## src/rtl/mem_arbiter_pkg.sv

```systemverilog
// Shared types for the unified-RAM arbiter between the icache and dcache miss paths.
package mem_arbiter_pkg;

    localparam int WORD_W = 32;

    typedef logic [WORD_W-1:0] word_t;

    typedef enum logic [1:0] {
        IDLE = 2'd0,
        IGNT = 2'd1,
        DGNT = 2'd2
    } arb_state_t;

endpackage

```

## src/rtl/mem_arbiter_if.sv

```systemverilog
// Cache-side and RAM-side signals of the arbiter; slave is the arbiter's view, master the environment's.
interface mem_arbiter_if #(
    parameter int WORD_W = mem_arbiter_pkg::WORD_W
);
    logic              iREN;
    logic [WORD_W-1:0] iaddr;
    logic              iwait;
    logic [WORD_W-1:0] iload;

    logic              dREN;
    logic              dWEN;
    logic [WORD_W-1:0] daddr;
    logic [WORD_W-1:0] dstore;
    logic              dwait;
    logic [WORD_W-1:0] dload;

    logic              ramREN;
    logic              ramWEN;
    logic [WORD_W-1:0] ramaddr;
    logic [WORD_W-1:0] ramstore;
    logic [WORD_W-1:0] ramload;
    logic              ram_ack;

    modport slave (
        input  iREN, iaddr, dREN, dWEN, daddr, dstore, ramload, ram_ack,
        output iwait, iload, dwait, dload, ramREN, ramWEN, ramaddr, ramstore
    );

    modport master (
        output iREN, iaddr, dREN, dWEN, daddr, dstore, ramload, ram_ack,
        input  iwait, iload, dwait, dload, ramREN, ramWEN, ramaddr, ramstore
    );
endinterface

```

## src/rtl/mem_arbiter.sv

```systemverilog
// Grants the single RAM port to icache or dcache, holding the grant until ram_ack.
// Dcache wins ties unless it has already taken MAX_DSTREAK grants while icache was waiting.
module mem_arbiter
    import mem_arbiter_pkg::*;
#(
    parameter int WORD_W      = mem_arbiter_pkg::WORD_W,
    parameter int MAX_DSTREAK = 4
) (
    input  logic          CLK,
    input  logic          nRST,
    mem_arbiter_if.slave  bus
);

    localparam int                SW   = $clog2(MAX_DSTREAK + 1);
    localparam logic [SW-1:0]     SMAX = SW'(MAX_DSTREAK);

    arb_state_t    state_q, state_d;
    logic [SW-1:0] streak_q, streak_d;
    logic          d_req;

    assign d_req = bus.dREN | bus.dWEN;

    always_ff @(posedge CLK or negedge nRST) begin
        if (!nRST) begin
            state_q  <= IDLE;
            streak_q <= '0;
        end else begin
            state_q  <= state_d;
            streak_q <= streak_d;
        end
    end

    always_comb begin
        state_d  = state_q;
        streak_d = streak_q;
        unique case (state_q)
            IDLE: begin
                if (d_req && (!bus.iREN || streak_q < SMAX)) state_d = DGNT;
                else if (bus.iREN)                           state_d = IGNT;
            end
            DGNT: begin
                if (bus.ram_ack) begin
                    state_d = IDLE;
                    // Only dcache grants taken while icache waits count toward the streak.
                    if (bus.iREN) streak_d = (streak_q == SMAX) ? SMAX : streak_q + 1'b1;
                    else          streak_d = '0;
                end
            end
            IGNT: begin
                if (bus.ram_ack) begin
                    state_d  = IDLE;
                    streak_d = '0;
                end
            end
            default: state_d = IDLE;
        endcase
    end

    // Strobes follow the live request of the granted side; ack is forwarded in the same cycle.
    always_comb begin
        bus.iwait    = 1'b1;
        bus.iload    = '0;
        bus.dwait    = 1'b1;
        bus.dload    = '0;
        bus.ramREN   = 1'b0;
        bus.ramWEN   = 1'b0;
        bus.ramaddr  = '0;
        bus.ramstore = '0;
        unique case (state_q)
            IGNT: begin
                bus.ramREN  = 1'b1;
                bus.ramaddr = bus.iaddr;
                if (bus.ram_ack) begin
                    bus.iwait = 1'b0;
                    bus.iload = bus.ramload;
                end
            end
            DGNT: begin
                bus.ramREN   = bus.dREN;
                bus.ramWEN   = bus.dWEN;
                bus.ramaddr  = bus.daddr;
                bus.ramstore = bus.dstore;
                if (bus.ram_ack) begin
                    bus.dwait = 1'b0;
                    bus.dload = bus.ramload;
                end
            end
            default: ;
        endcase
    end

endmodule

```

## src/flat_wrapper.sv

```systemverilog
// flat-port wrapper written by rule: the top's interface ports become plain ports
module mem_arbiter_flat import mem_arbiter_pkg::*;
#(
    parameter int WORD_W      = mem_arbiter_pkg::WORD_W,
    parameter int MAX_DSTREAK = 4
)
  (CLK, nRST, bus_iREN, bus_iaddr, bus_dREN, bus_dWEN, bus_daddr, bus_dstore, bus_ramload, bus_ram_ack, bus_iwait, bus_iload, bus_dwait, bus_dload, bus_ramREN, bus_ramWEN, bus_ramaddr, bus_ramstore);
  mem_arbiter_if #(.WORD_W(WORD_W)) bus_i ();
  input  logic CLK;
  input  logic nRST;
  input wire logic [$bits(bus_i.iREN)-1:0] bus_iREN;
  input wire logic [$bits(bus_i.iaddr)-1:0] bus_iaddr;
  input wire logic [$bits(bus_i.dREN)-1:0] bus_dREN;
  input wire logic [$bits(bus_i.dWEN)-1:0] bus_dWEN;
  input wire logic [$bits(bus_i.daddr)-1:0] bus_daddr;
  input wire logic [$bits(bus_i.dstore)-1:0] bus_dstore;
  input wire logic [$bits(bus_i.ramload)-1:0] bus_ramload;
  input wire logic [$bits(bus_i.ram_ack)-1:0] bus_ram_ack;
  output wire logic [$bits(bus_i.iwait)-1:0] bus_iwait;
  output wire logic [$bits(bus_i.iload)-1:0] bus_iload;
  output wire logic [$bits(bus_i.dwait)-1:0] bus_dwait;
  output wire logic [$bits(bus_i.dload)-1:0] bus_dload;
  output wire logic [$bits(bus_i.ramREN)-1:0] bus_ramREN;
  output wire logic [$bits(bus_i.ramWEN)-1:0] bus_ramWEN;
  output wire logic [$bits(bus_i.ramaddr)-1:0] bus_ramaddr;
  output wire logic [$bits(bus_i.ramstore)-1:0] bus_ramstore;
  assign bus_i.iREN = bus_iREN;
  assign bus_i.iaddr = bus_iaddr;
  assign bus_i.dREN = bus_dREN;
  assign bus_i.dWEN = bus_dWEN;
  assign bus_i.daddr = bus_daddr;
  assign bus_i.dstore = bus_dstore;
  assign bus_i.ramload = bus_ramload;
  assign bus_i.ram_ack = bus_ram_ack;
  assign bus_iwait = bus_i.iwait;
  assign bus_iload = bus_i.iload;
  assign bus_dwait = bus_i.dwait;
  assign bus_dload = bus_i.dload;
  assign bus_ramREN = bus_i.ramREN;
  assign bus_ramWEN = bus_i.ramWEN;
  assign bus_ramaddr = bus_i.ramaddr;
  assign bus_ramstore = bus_i.ramstore;
  mem_arbiter #(.WORD_W(WORD_W), .MAX_DSTREAK(MAX_DSTREAK)) u_core (.CLK(CLK), .nRST(nRST), .bus(bus_i));
endmodule
```

## config.mk

```make
export PLATFORM = sky130hd
export DESIGN_NAME = mem_arbiter_flat
export DESIGN_NICKNAME = d
export VERILOG_FILES = /design/src/rtl/mem_arbiter_pkg.sv /design/src/rtl/mem_arbiter_if.sv /design/src/rtl/mem_arbiter.sv /design/src/flat_wrapper.sv
export SDC_FILE = /design/constraint.sdc
export NUM_CORES = 1
export LEC_CHECK = 0
export CAP_MARGIN = 10
export CORE_AREA = 2 2 104 106
export CTS_BUF_LIST = sky130_fd_sc_hd__clkbuf_8
export DETAILED_ROUTE_END_ITERATION = 10
export DIE_AREA = 0 0 106 108
export MAX_ROUTING_LAYER = met4
export PLACE_DENSITY = 0.72
export SLEW_MARGIN = 20
export SYNTH_ARGS = -nofsm -noshare
export SYNTH_HDL_FRONTEND = slang
export SYNTH_SLANG_ARGS = --single-unit
```

## constraint.sdc

```tcl
create_clock -name CLK -period 1.8 [get_ports CLK]
set_clock_uncertainty 0.15 [all_clocks]
set_input_delay 0.36 -clock CLK [delete_from_list [all_inputs] [get_ports CLK]]
set_output_delay 0.36 -clock CLK [all_outputs]
set_load 0.02 [all_outputs]
```

# Word level (Yosys, flattened, before mapping)
# Index checks and enable logic that the tools add are counted.
word_totals:
  register_bits: 5
  output_inout_bits: 132
  elab_cells: 39
  inputBits: 134
classes:
  n_lt_le_gt_ge: 1
  n_reduce_logical: 8
  n_eq_ne: 7
  muxes: 19
  addsub: 1
  bitwise_logic: 1
ops:
  columns: ["op", "n"]
  rows:
  - ["$mux 32", 4]
  - ["$pmux 32 s2", 1]
  - ["$mux 3", 4]
  - ["$mux 2", 3]
  - ["$pmux 3 s2", 1]
  - ["$mux 1", 4]
  - ["$ne 2x2->1 const B", 2]
  - ["$pmux 2 s2", 1]
  - ["$add 3x1->3 const B", 1]
  - ["$eq 3x3->1 const B", 1]
  - ["$lt 3x3->1 const B", 1]
  - ["$ne 3x2->1 const B", 1]
  - ["$reduce_and 3->1", 1]
  - ["$eq 2x1->1 const B", 1]
  - ["$eq 2x2->1 const B", 1]
  - ["$logic_not 2->1", 1]
  - ["$ne 2x1->1 const B", 1]
  - ["$pmux 1 s2", 1]
  - ["$reduce_and 2->1", 1]
  - ["$reduce_bool 2->1", 1]
  - ["$reduce_or 2->1", 1]
  - ["$logic_and 1x1->1", 1]
  - ["$logic_not 1->1", 1]
  - ["$logic_or 1x1->1", 1]
  - ["$or 1x1->1", 1]

# Longest topological paths before layout
# Gate-level depths: netlist of run 1.
depth:
  depth_word: 5
  depth_mapped: 6
  depth_no_buf: 5

# Worst setup path after synthesis of run 1
# Ideal clock, no wire load.
synth_timing:
  kind: "register to output"
  startpoint: "reg u_core.state_q[0]"
  endpoint: "out bus_ramaddr[10]"
  n_path_buf: 2
  path_stages_with_launch: 7
  setup_slack_ps: -83
  t_arrival_ps: 1373
  required_ps: 1290
  path_cell_list: "dfrtp_1 inv_1 ha_1 buf_4 buf_2 a22oi_1 nor2b_1"
synth_via:
  elab_chain_cells: 2
synth_rtl:
  columns: ["item", "line_no", "text"]
  rows:
  - ["from (decl)", "mem_arbiter.sv:17", "arb_state_t state_q, state_d;"]
  - ["from (signal assigned)", "mem_arbiter.sv:28", "state_q <= state_d;"]
  - ["$eq 2x2->1 or $eq 2x1->1 (tied branches)", "mem_arbiter.sv:69", "unique case (state_q)"]
  - ["$pmux 32 s2 *", "mem_arbiter.sv:69", null]
  - ["to (decl)", "flat_wrapper.sv:25", "output wire logic [$bits(bus_i.ramaddr)-1:0] bus_ramaddr;"]
# Mark *: on every way between the ends. The rest lies on a longest branch, timed or not.

# Worst setup path after layout of run 1
layout_timing:
  startpoint: "reg u_core.state_q[1]"
  endpoint: "out bus_ramaddr[18]"
# The elaborated chain is that of the path after synthesis.

==> results.sh, run 1 <==
export IMPL_startpoint="u_core.state_q[1]"
export IMPL_power_density_nw_per_um2=1410
export IMPL_via_count=2866
export IMPL_hold_violations=0
export IMPL_drt_vias_per_instance=4.42
export IMPL_ys_ff_latch=5
export IMPL_cts_clk_slew_worst_paths_ps=40
export IMPL_critPathMaxFanout=5
export IMPL_gp_congestion=0.821
export IMPL_hp_class="in2async"
export IMPL_max_cap_violations=0
export IMPL_fin_crit_ps=2160
export IMPL_clock_path_buffers=2
export IMPL_place_area_um2=4570
export IMPL_final_cell_mix="clkdlybuf4s50_1, buf_6, clkdlybuf4s15_2"
export IMPL_crit_end="bus_ramaddr[18]"
export IMPL_crit_type="reg2out"
export IMPL_fin_setup_tns_ps=-34050
export IMPL_grt_util_all_layers_pct=17.0
export IMPL_die_area_um2=11400
export IMPL_grt_pass1_wl_um=15200
export IMPL_cts_max_level=1
export IMPL_port_buffers=265
export IMPL_grt_max_degree=40
export IMPL_r2r_start="u_core.state_q[0]"
export IMPL_drc=0
export IMPL_period_share_pct=120
export IMPL_crit_arrival_ps=1650
export IMPL_diodes=0
export IMPL_clock_sinks=5
export IMPL_fp_coreArea_um2=10200
export IMPL_ios=266
export IMPL_worstRegToRegCells=9
export IMPL_yosys_warnings=0
export IMPL_grt_pass1_vias=2792
export IMPL_syn_num_nets=368
export IMPL_root_buffer="clkbuf_8"
export IMPL_initial_core_util_pct=15.3
export IMPL_postCtsHoldBufs=0
export IMPL_r2r_end="u_core.streak_q[2]"
export IMPL_critPathLaunchType="register"
export IMPL_overflow=0
export IMPL_timing_slew_headroom_pct=83.5
export IMPL_cp_required_ps=1290
export IMPL_slowest_delay_ps=430
export IMPL_p_leak_nw=2.37
export IMPL_violations="setup timing"
export IMPL_drv_slew=0
export IMPL_final_setup_viol_count=132
export IMPL_postRouteAntennaNets=0
export IMPL_row_count=37
export IMPL_hold_ws_ps=221
export IMPL_dp_hpwl_um=7760
export IMPL_crit_path_end_kind="output pin"
export IMPL_design_area_um2=5420
export IMPL_cts_made_buffers=3
export IMPL_cpMostUsedCell="buf_4"
export IMPL_worstSkewPairLatency_ps=220
export IMPL_drtPass1Iterations=4
export IMPL_die_h_um=108
export IMPL_avgSynthCellArea_um2=6.87
export IMPL_die_x_um=106
export IMPL_cp_cell_sequence="buf_6 -> ha_4 -> buf_4 -> clkbuf_16 -> a22oi_2 -> nor2b_2 -> buf_4"
export IMPL_place_ws_ps=-528
export IMPL_ir_worst_vdd_mv=0.628
export IMPL_final_cell_count_no_fill=648
export IMPL_synthCells=228
export IMPL_r2r_slack_ps=10
export IMPL_ys_seq_area_share_pct=7.99
export IMPL_drt_initial_drc_count=132
export IMPL_drive_above_1_share_pct=63.1
export IMPL_status="finished with violations"
export IMPL_wirelength_um=11300
export IMPL_tightest_slew_ps=245
export IMPL_wl_per_cell_um=17.4
export IMPL_fmax_mhz=463
export IMPL_syn_cell_area_um2=1570
export IMPL_yosysUniqueCellTypes=26
export IMPL_final_nets=653
export IMPL_crit_slowest_cell="dfrtp_2"
export IMPL_layout_commonest_cell="clkdlybuf4s50_1"
export IMPL_place_inst=616
export IMPL_rsz0062_at_grt="true"
export IMPL_antenna_found_initial=0
export IMPL_cts_tree="yes"
export IMPL_layout_setup_ws_ps=-361
export IMPL_syn_to_final_growth_pct=246
==> power by group <==
part           internal [mW]  switching [mW]  total (mW)
Sequential             0.164          0.0481       0.212
Clock                  0.146          0.0517       0.198
Combinational           4.02            3.22        7.24
Total                   4.33            3.32        7.65
==> registers in the layout, summed over array words and instances, names as in the netlist <==
name and cells:
u_core.state_q 2, u_core.streak_q 3
==> through the flow <==
step           total power, mW  util, %
2_1_floorplan             3.07        -
3_3_place_gp              5.28     44.6
3_5_place_dp              5.35     44.6
4_1_cts                   6.51     48.9
5_1_grt                   8.04     53.0
6_report                  7.65     53.0
==> synthesized netlist by cell type <==
| cell type | n | area (um^2) |
|---|---|---|
| nor2b_1 | 34 | 213 |
| a22oi_1 | 32 | 240 |
| o22a_4 | 1 | 17.5 |
| nand2b_1 | 1 | 6.26 |
| nand3_1 | 2 | 10.0 |
| o2bb2ai_1 | 1 | 8.76 |
| o21ai_0 | 1 | 5.00 |
| ha_1 | 6 | 75.1 |
| dfrtp_1 | 5 | 125 |
| o22ai_1 | 1 | 6.26 |
| clkbuf_1 | 12 | 45.0 |
| inv_1 | 4 | 15.0 |
| and2_1 | 33 | 206 |
| nand2_1 | 4 | 15.0 |
| buf_6 | 2 | 22.5 |
| mux2i_1 | 2 | 20.0 |
| buf_2 | 12 | 60.1 |
| and3_1 | 64 | 400 |
| a21oi_1 | 3 | 15.0 |
| o221a_2 | 1 | 11.3 |
| and2b_1 | 1 | 7.51 |
| clkbuf_2 | 1 | 5.00 |
| a22o_1 | 1 | 8.76 |
| a2bb2oi_1 | 1 | 8.76 |
| buf_4 | 2 | 15.0 |
| nor2_1 | 1 | 3.75 |
==> worst min path at each step <==
stage / end / startpoint
floorplan: u_core.state_q[0] / nRST
global placement: u_core.streak_q[1] / u_core.streak_q[1]
CTS: u_core.state_q[0] / nRST
global route: u_core.state_q[0] / nRST
finish: u_core.state_q[0] / nRST
detailed placement: u_core.streak_q[1] / u_core.streak_q[1]
==> cells by family after synthesis <==
family | synth area share (%)
adder cells (fa/ha/maj) | 4.79
multiplexers | 1.28
flip-flops | 7.99
buffers and inverters | 10.4
AO/OA/AOI/OAI | 20.5
AND/OR/NAND/NOR | 55.0
==> area by class of cell <==
cell class,instances,area [um^2]
Fill cell,927,4810
Timing Repair Buffer,309,3340
Multi-Input combinational cell,190,1720
Tap cell,136,170
Sequential cell,5,126
Clock buffer,3,41.3
Inverter,4,17.5
Clock inverter,1,3.75
==> critical path, delay by kind of cell (launching register included) <==
| family | cells | cell delay (ps) |
|---|---|---|
| and+or+nand+nor | 1 | 50 |
| buffers and inverters | 4 | 590 |
| DFF | 1 | 430 |
| adders and majority gates | 1 | 200 |
| AOI/OAI and AO/OA | 1 | 160 |
==> routing by layer <==
metal  part of all wire [%]  wire (um)  global-route usage [%]  up-vias
met3                    6.0        672                    2.17        6
met2                     55       6200                    32.7      138
li1                       -          -                       -     1382
met4                   0.82         92                    2.35        0
met1                     38       4290                    19.2     1340
met5                      0          0                       -        -
==> repair_timing <==
action                                  CTS  global route
endpoints found under the setup margin  135           137
buffers inserted                         13             8
gates resized for setup                 582           152
hold endpoints to repair                  0             0
pin swaps                                 7            38
cloned                                    5             5
(Power assumes the default switching activity.)
==> run 2: changes to the inputs <==
--- a/config.mk
+++ b/config.mk
@@ -5,6 +5,7 @@
 export SDC_FILE = /design/constraint.sdc
 export NUM_CORES = 1
 export LEC_CHECK = 0
+export ABC_CLOCK_PERIOD_IN_PS = 1800
 export CAP_MARGIN = 10
 export CORE_AREA = 2 2 104 106
 export CTS_BUF_LIST = sky130_fd_sc_hd__clkbuf_8
==> results of run 2 <==
No change in the layout: final DEF, timing and power equal those of run 1.
